### config.mk
export PLATFORM = sky130hd
export DESIGN_NAME = ws2812_rx_flat
export DESIGN_NICKNAME = d
export VERILOG_FILES = /design/src/rtl/ws2812_rx_if.sv /design/src/rtl/ws2812_rx.sv /design/src/flat_wrapper.sv
export SDC_FILE = /design/constraint.sdc
export NUM_CORES = 1
export LEC_CHECK = 0
export CAP_MARGIN = 20
export CORE_ASPECT_RATIO = 1.25
export CORE_MARGIN = 10
export CORE_UTILIZATION = 52
export DETAILED_ROUTE_END_ITERATION = 8
export GPL_ROUTABILITY_DRIVEN = 1
export HOLD_SLACK_MARGIN = 0.02
export PLACE_DENSITY = 0.76
export SYNTH_ARGS = -nofsm -noshare
export SYNTH_HDL_FRONTEND = slang
export SYNTH_SLANG_ARGS = --single-unit
export TNS_END_PERCENT = 10
### constraint.sdc
create_clock -name clk -period 2.3 [get_ports clk]
set_clock_uncertainty 0.1 [all_clocks]
set_input_delay 0.345 -clock clk [delete_from_list [all_inputs] [get_ports clk]]
set_output_delay 0.345 -clock clk [all_outputs]
set_load 0.02 [all_outputs]
### src/rtl/ws2812_rx_if.sv
// ws2812_rx_if: decoded-pixel bus produced by the WS2812 receiver.
//   pixel_out      - last completed pixel word
//   pixel_valid    - one-cycle pulse when pixel_out updates
//   pixel_idx      - index of pixel_out within the current frame
//   frame_done     - one-cycle pulse on the latch gap ending a non-empty frame
//   frame_px_count - complete pixels in the frame just ended (valid with frame_done)
//   err            - one-cycle pulse on a protocol error
//   busy           - high while a frame is being received
// master: the receiver (drives everything); slave: the consumer.
interface ws2812_rx_if #(
  parameter int unsigned BITS_PER_PIXEL = 24,
  parameter int unsigned PX_COUNT_WIDTH = 6
);
  logic [BITS_PER_PIXEL-1:0] pixel_out;
  logic                      pixel_valid;
  logic [PX_COUNT_WIDTH-1:0] pixel_idx;
  logic                      frame_done;
  logic [PX_COUNT_WIDTH:0]   frame_px_count;
  logic                      err;
  logic                      busy;

  modport master (
    output pixel_out, pixel_valid, pixel_idx, frame_done, frame_px_count, err, busy
  );

  modport slave (
    input pixel_out, pixel_valid, pixel_idx, frame_done, frame_px_count, err, busy
  );
endinterface

### src/rtl/ws2812_rx.sv
// ws2812_rx: WS2812 single-wire receiver. Measures high-pulse widths on the
// synchronised line, reassembles MSB-first bits into pixel words, tags each
// word with its frame index and flags the low latch gap that ends a frame.
// Ports:
//   clk   - system clock
//   reset - asynchronous active-low reset
//   din   - raw serial line, asynchronous to clk
//   bus   - ws2812_rx_if.master, decoded pixel / frame / error outputs
// Optional build macro WS2812_RX_RGB_ORDER_EN: reorder pixel_out from wire
// order GRB to RGB (requires BITS_PER_PIXEL = 24). Timing is unchanged.
// A raw din edge shows up on the outputs 3 cycles later (2 synchroniser
// flops + registered outputs).
module ws2812_rx #(
  parameter int unsigned BITS_PER_PIXEL = 24,
  parameter int unsigned PX_COUNT_WIDTH = 6,
  parameter int unsigned T_SAMPLE       = 60,
  parameter int unsigned T_MIN_HIGH     = 15,
  parameter int unsigned T_MAX_HIGH     = 150,
  parameter int unsigned RESET_CYCLES   = 5000
) (
  input  logic        clk,
  input  logic        reset,
  input  logic        din,
  ws2812_rx_if.master bus
);

  localparam int unsigned LCNT_W = $clog2(RESET_CYCLES + 1);
  localparam int unsigned HCNT_W = $clog2(T_MAX_HIGH + 2);
  localparam int unsigned BCNT_W = $clog2(BITS_PER_PIXEL + 1);
  localparam int unsigned PCNT_W = PX_COUNT_WIDTH + 1;

  localparam logic [LCNT_W-1:0] L_END      = LCNT_W'(RESET_CYCLES);
  localparam logic [HCNT_W-1:0] H_SAMPLE   = HCNT_W'(T_SAMPLE);
  localparam logic [HCNT_W-1:0] H_MIN      = HCNT_W'(T_MIN_HIGH);
  localparam logic [HCNT_W-1:0] H_MAX      = HCNT_W'(T_MAX_HIGH);
  localparam logic [BCNT_W-1:0] B_LAST     = BCNT_W'(BITS_PER_PIXEL - 1);
  localparam logic [PCNT_W-1:0] PX_FULL    = {1'b1, {PX_COUNT_WIDTH{1'b0}}};

  typedef enum logic [1:0] {
    S_SYNC,
    S_IDLE,
    S_HIGH,
    S_LOW
  } state_t;

  state_t                    r_state;
  logic                      r_meta;
  logic                      r_ds;
  logic                      r_ds_d;
  logic [LCNT_W-1:0]         r_lcnt;
  logic [HCNT_W-1:0]         r_hcnt;
  logic [BCNT_W-1:0]         r_bcnt;
  logic [PCNT_W-1:0]         r_pcnt;
  logic                      r_ovf;
  logic [BITS_PER_PIXEL-2:0] r_shift;

  logic [BITS_PER_PIXEL-1:0] r_pixel_out;
  logic                      r_pixel_valid;
  logic [PX_COUNT_WIDTH-1:0] r_pixel_idx;
  logic                      r_frame_done;
  logic [PCNT_W-1:0]         r_frame_px_count;
  logic                      r_err;
  logic                      r_busy;

  logic                      w_rise;
  logic                      w_fall;
  logic [LCNT_W-1:0]         w_lcnt_nxt;
  logic [HCNT_W-1:0]         w_hcnt_nxt;
  logic                      w_bad_width;
  logic                      w_bit;
  logic [BITS_PER_PIXEL-1:0] w_word;
  logic [BITS_PER_PIXEL-1:0] w_px;

  // Two-flop synchroniser plus one delayed copy for edge detection
  always_ff @(posedge clk or negedge reset) begin
    if (!reset) begin
      r_meta <= 1'b0;
      r_ds   <= 1'b0;
      r_ds_d <= 1'b0;
    end else begin
      r_meta <= din;
      r_ds   <= r_meta;
      r_ds_d <= r_ds;
    end
  end

  assign w_rise      = r_ds & ~r_ds_d;
  assign w_fall      = ~r_ds & r_ds_d;
  assign w_lcnt_nxt  = r_lcnt + LCNT_W'(1);
  assign w_hcnt_nxt  = r_hcnt + HCNT_W'(1);
  assign w_bad_width = (r_hcnt < H_MIN) || (r_hcnt > H_MAX);
  assign w_bit       = (r_hcnt >= H_SAMPLE);
  assign w_word      = {r_shift, w_bit};

`ifdef WS2812_RX_RGB_ORDER_EN
  // Wire order is G,R,B; present R,G,B
  assign w_px = {w_word[15:8], w_word[23:16], w_word[7:0]};
`else
  assign w_px = w_word;
`endif

  // Receiver FSM with all outputs registered
  always_ff @(posedge clk or negedge reset) begin
    if (!reset) begin
      r_state          <= S_SYNC;
      r_lcnt           <= '0;
      r_hcnt           <= '0;
      r_bcnt           <= '0;
      r_pcnt           <= '0;
      r_ovf            <= 1'b0;
      r_shift          <= '0;
      r_pixel_out      <= '0;
      r_pixel_valid    <= 1'b0;
      r_pixel_idx      <= '0;
      r_frame_done     <= 1'b0;
      r_frame_px_count <= '0;
      r_err            <= 1'b0;
      r_busy           <= 1'b0;
    end else begin
      r_pixel_valid <= 1'b0;
      r_frame_done  <= 1'b0;
      r_err         <= 1'b0;

      case (r_state)
        // Wait for a full latch gap so reception never starts mid-frame
        S_SYNC: begin
          if (r_ds) begin
            r_lcnt <= '0;
          end else if (w_lcnt_nxt == L_END) begin
            r_lcnt  <= '0;
            r_state <= S_IDLE;
          end else begin
            r_lcnt <= w_lcnt_nxt;
          end
        end

        S_IDLE: begin
          if (w_rise) begin
            r_hcnt  <= '0;
            r_bcnt  <= '0;
            r_pcnt  <= '0;
            r_ovf   <= 1'b0;
            r_busy  <= 1'b1;
            r_state <= S_HIGH;
          end
        end

        S_HIGH: begin
          if (w_fall) begin
            r_lcnt <= '0;
            if (w_bad_width) begin
              r_err   <= 1'b1;
              r_busy  <= 1'b0;
              r_state <= S_SYNC;
            end else begin
              r_state <= S_LOW;
              // After a pixel overflow, bits are dropped until the latch gap
              if (!r_ovf) begin
                if (r_bcnt == B_LAST) begin
                  r_bcnt <= '0;
                  if (r_pcnt == PX_FULL) begin
                    r_err <= 1'b1;
                    r_ovf <= 1'b1;
                  end else begin
                    r_pixel_out   <= w_px;
                    r_pixel_valid <= 1'b1;
                    r_pixel_idx   <= r_pcnt[PX_COUNT_WIDTH-1:0];
                    r_pcnt        <= r_pcnt + PCNT_W'(1);
                  end
                end else begin
                  r_bcnt  <= r_bcnt + BCNT_W'(1);
                  r_shift <= w_word[BITS_PER_PIXEL-2:0];
                end
              end
            end
          end else begin
            // Count saturates at T_MAX_HIGH+1 because the state is left there
            r_hcnt <= w_hcnt_nxt;
            if (w_hcnt_nxt > H_MAX) begin
              r_err   <= 1'b1;
              r_busy  <= 1'b0;
              r_lcnt  <= '0;
              r_state <= S_SYNC;
            end
          end
        end

        S_LOW: begin
          if (w_rise) begin
            r_hcnt  <= HCNT_W'(1);
            r_state <= S_HIGH;
          end else if (w_lcnt_nxt == L_END) begin
            // Latch gap: close the frame, a partial word is discarded as an error
            r_lcnt           <= '0;
            r_frame_done     <= 1'b1;
            r_frame_px_count <= r_pcnt;
            r_busy           <= 1'b0;
            r_err            <= (r_bcnt != '0);
            r_state          <= S_IDLE;
          end else begin
            r_lcnt <= w_lcnt_nxt;
          end
        end

        default: r_state <= S_SYNC;
      endcase
    end
  end

  assign bus.pixel_out      = r_pixel_out;
  assign bus.pixel_valid    = r_pixel_valid;
  assign bus.pixel_idx      = r_pixel_idx;
  assign bus.frame_done     = r_frame_done;
  assign bus.frame_px_count = r_frame_px_count;
  assign bus.err            = r_err;
  assign bus.busy           = r_busy;

endmodule

### src/flat_wrapper.sv
// flat-port wrapper written by rule: the top's interface ports become plain ports
module ws2812_rx_flat 
#(
  parameter int unsigned BITS_PER_PIXEL = 24,
  parameter int unsigned PX_COUNT_WIDTH = 6,
  parameter int unsigned T_SAMPLE       = 60,
  parameter int unsigned T_MIN_HIGH     = 15,
  parameter int unsigned T_MAX_HIGH     = 150,
  parameter int unsigned RESET_CYCLES   = 5000
)
  (clk, reset, din, bus_pixel_out, bus_pixel_valid, bus_pixel_idx, bus_frame_done, bus_frame_px_count, bus_err, bus_busy);
  ws2812_rx_if #(.BITS_PER_PIXEL(BITS_PER_PIXEL), .PX_COUNT_WIDTH(PX_COUNT_WIDTH)) bus_i ();
  input  logic clk;
  input  logic reset;
  input  logic din;
  output wire logic [$bits(bus_i.pixel_out)-1:0] bus_pixel_out;
  output wire logic [$bits(bus_i.pixel_valid)-1:0] bus_pixel_valid;
  output wire logic [$bits(bus_i.pixel_idx)-1:0] bus_pixel_idx;
  output wire logic [$bits(bus_i.frame_done)-1:0] bus_frame_done;
  output wire logic [$bits(bus_i.frame_px_count)-1:0] bus_frame_px_count;
  output wire logic [$bits(bus_i.err)-1:0] bus_err;
  output wire logic [$bits(bus_i.busy)-1:0] bus_busy;
  assign bus_pixel_out = bus_i.pixel_out;
  assign bus_pixel_valid = bus_i.pixel_valid;
  assign bus_pixel_idx = bus_i.pixel_idx;
  assign bus_frame_done = bus_i.frame_done;
  assign bus_frame_px_count = bus_i.frame_px_count;
  assign bus_err = bus_i.err;
  assign bus_busy = bus_i.busy;
  ws2812_rx #(.BITS_PER_PIXEL(BITS_PER_PIXEL), .PX_COUNT_WIDTH(PX_COUNT_WIDTH), .T_SAMPLE(T_SAMPLE), .T_MIN_HIGH(T_MIN_HIGH), .T_MAX_HIGH(T_MAX_HIGH), .RESET_CYCLES(RESET_CYCLES)) u_core (.clk(clk), .reset(reset), .din(din), .bus(bus_i));
endmodule
==> summary.md <==
| Metric | Value |
|---|---|
| Status | `finished, violations left` |
| Failing checks | `setup timing` |
| Ranking of synthesized cells by area | `dfrtp_1 (52%), mux2_2 (11%), nand2_1 (3.7%)` |
| CP startpoint kind | `register` |
| R2R cell count | `7` |
| Drt pass-1 iters | `4` |
| Overall Power | `between 3 and 4 mW` |
| Clock latency on the worst-skew pair | `around 0.35 ns` |
| Synth area leader | `dfrtp_1` |
| Cells after synthesis | `between 400 and 500` |
| Most common cell in the netlist | `dfrtp_1` |
| Design area | `between 6000 and 7000 um^2` |
| Post-route ant nets | `0` |
| RePlAce Congestion | `about 0.95` |
| Syn_nets | `around 470` |
| Core Area | `just over 9000 um^2` |
| Arrival time of the worst setup path | `between 2 and 2.5 ns` |
| Routed wire length | `roughly 12 mm` |
| Num ports | `44` |
| Max-Cap Viols | `0` |
| Die Area | `roughly 14000 um^2` |
| Leading register cell type out of synthesis | `dfrtp_1` |
| Leakage | `slightly below 3 nW` |
| Fmax | `approximately 0.43 GHz` |
| First-pass GRT wire length | `19.5 mm` |
| Syn Std Cell Area | `between 4000 and 5000 um^2` |
| Die Ht | `around 130 um` |
| RSZ-0062 raised after global routing | `yes` |
| DPL Wire Length | `between 8 and 9 mm` |
| Root Driver | `clkbuf_16` |
| CTS H-tree lvls | `3` |
| Setup Crit Path Kind | `register to register` |
| Hold Path Stages | `0` |
| Number of synthesized flops with an enable pin | `0` |
| Avg Inst Size Synth | `~11 um^2` |
| Worst hold path startpoint | `u_core.r_meta$_DFF_PN0_` |
| Post-route setup TNS | `-0.0941 ns` |
| Final net count | `564` |
| Share of the yosys chip area belonging to registers | `0.517` |
| GRT Total Usage | `0.173` |
| DR iter-0 viols | `244` |
| Total clock sinks | `~100` |
| # diodes | `0` |
| Row cnt | `39` |
| Longest Clk Path Bufs | `2` |
| Post-route setup slack | `-0.0164 ns` |
| Setup violators final | `7` |
| Num CTS Buffers | `9` |
| Die X | `about 110 um` |
| IO buf count | `between 40 and 50` |
| Initial core utilization | `0.538` |
| Area grow syn2layout | `28.3%` |
| Vias in the first global route | `around 4000` |
| Reg2reg start | `u_core.r_lcnt[1]$_DFFE_PN0P_` |
| CP Capture Type | `register` |
| Hold path endpoint | `u_core.r_ds$_DFF_PN0_` |
| Yosys warns | `0` |
| Post-route clock period utilization | `1.01` |
| Async set or reset register ratio after synthesis | `1.00` |
| Worst-path clk slew | `0.07 ns` |
| Reg2reg setup slack | `-0.02 ns` |
| Capture point of the worst reg-to-reg path | `u_core.bus.frame_px_count[5]$_DFFE_PN0P_` |
| Worst-Margin Slew | `roughly 0.43 ns` |
| Largest net degree at the start of global routing | `54` |
| Fin. max-slew vios | `0` |
| Layout cell share with drive strength beyond 1 | `0.294` |
| Max-slew headroom | `0.708` |
| CTS tree | `done` |
| Min cycle time layout | `~2.3 ns` |
| Post-synth top area share | `0.517` |
| Final hold vios | `0` |
| Vias | `3853` |
| # DRC | `0` |
| Post-route insts no fill | `approximately 700` |
| Pwr Density | `roughly 530 nW/um^2` |
| Distinct cells, synth | `between 50 and 60` |
| Placement Cell Area | `around 6000 um^2` |
| Hold Crit Class | `register to register` |
| Number of antenna violations at the first check in global routing | `0` |
| Via density | `5.66` |
| CP required | `2.43 ns` |
| Worst VDD drop | `between 0.5 and 0.6 mV` |
| Total grt overflow | `0` |
| Yosys reg bits | `between 100 and 150` |
| CP Max Fanout | `8` |
| Wirelength per Cell | `between 15 and 20 um` |
| Post-Place Cells | `roughly 660` |
| Commonest cells in the netlist | `dfrtp_1 (103), nand2_1 (49), mux2_2 (48), o21ai_0 (30), nor2_1 (27)` |
layout by cell type (no fill, tap or decap), types with 11 or more instances in the layout:
cell / instances
nand3_1: 17
dfrtp_1: 100
clkdlybuf4s50_1: 42
o21ai_0: 28
inv_1: 14
nand2_1: 49
buf_4: 63
mux2_2: 48
a21oi_1: 11
nor2_1: 27
sequential cells by signal, summed over array words and instances (netlist names):
register	count
u_core.bus.err	1
u_core.bus.frame_done	1
u_core.r_hcnt	8
u_core.r_meta	1
u_core.r_bcnt	5
u_core.r_ds	1
u_core.r_shift	23
u_core.r_ovf	1
u_core.r_pcnt	7
u_core.bus.busy	1
u_core.bus.pixel_idx	6
u_core.bus.pixel_out	24
u_core.bus.frame_px_count	7
u_core.r_lcnt	13
u_core.r_state	2
u_core.bus.pixel_valid	1
u_core.r_ds_d	1
worst max-delay path by stage:
stage                     cells past startpoint  slack (ns)                          from                                  endpoint
after floorplan                               9       -0.04  u_core.r_hcnt[2]$_DFFE_PN0P_      u_core.bus.pixel_out[10]$_DFFE_PN0P_
after CTS                                     8       -0.04  u_core.r_lcnt[1]$_DFFE_PN0P_  u_core.bus.frame_px_count[2]$_DFFE_PN0P_
after global placement                        8       -0.11  u_core.r_hcnt[1]$_DFFE_PN0P_              u_core.r_lcnt[2]$_DFFE_PN0P_
final                                         7       -0.02  u_core.r_lcnt[1]$_DFFE_PN0P_  u_core.bus.frame_px_count[5]$_DFFE_PN0P_
after global routing                          7        -0.1  u_core.r_lcnt[1]$_DFFE_PN0P_  u_core.bus.frame_px_count[2]$_DFFE_PN0P_
after detailed placement                      8       -0.17  u_core.r_hcnt[1]$_DFFE_PN0P_              u_core.r_lcnt[8]$_DFFE_PN0P_
stage by stage:
stage	worst slack (ns)	utilization	hold slack [ns]
finish	-0.0164	0.690	0.254
global route	-0.0974	0.690	0.257
CTS	-0.0350	0.683	0.254
detailed placement	-0.166	0.643	0.173
global placement	-0.106	0.643	0.164
floorplan	-0.0379	-	-0.0506
metal layers:
layer	vias up	part of all wire	track usage
met4	0	0.018	0.0614
met5	-	0	0
li1	1844	-	-
met1	1937	0.42	0.201
met3	15	0.047	0.0486
met2	57	0.51	0.299
area by class of cell:
type / instances / area [um^2]
inverters: 15 / 56.3
multi-input cells: 312 / 2290
flip-flops and latches: 103 / 2580
repair buffers: 112 / 1020
clock buffers: 10 / 239
fillers: 696 / 2870
well taps: 123 / 154
clock inverters: 6 / 52.6
cell families (layout without fill, tap and decap cells):
| family | count (synthesis) | count (layout) | share of synthesized area |
|---|---|---|---|
| adders and majority gates | 8 | 8 | 0.0201 |
| DFF | 103 | 103 | 0.517 |
| buffers and inverters | 43 | 143 | 0.0394 |
| muxes | 58 | 58 | 0.136 |
| xor gates and xnor gates | 8 | 8 | 0.0141 |
| and+or+nand+nor | 145 | 145 | 0.146 |
| AOI/OAI and AO/OA | 93 | 93 | 0.128 |
where the power goes:
| part | internal (mW) | switching, mW | total, mW |
|---|---|---|---|
| registers | 1.82 | 0.00747 | 1.82 |
| clock network | 0.779 | 0.699 | 1.48 |
| logic | 0.0435 | 0.0656 | 0.109 |
repair_timing:
| action | CTS | global route |
|---|---|---|
| hold buffers | 1 | 0 |
| cloned | 1 | 1 |
| gates resized for setup | 12 | 12 |
| endpoints found under the hold margin | 23 | 0 |
| buffers inserted | 3 | 2 |
| setup endpoints to repair | 67 | 70 |
| pin swaps | 3 | 4 |
worst max-delay path, stage by stage, from the launching register on:
cell and delay (ns):
dfrtp_1 0.40, ha_4 0.16, nand4_1 0.10, or4_4 0.44
nand2_1 0.09, nand2_1 0.05, or4_4 0.52, mux2_4 0.33
No activity file was read; power rests on OpenSTA's default activity.
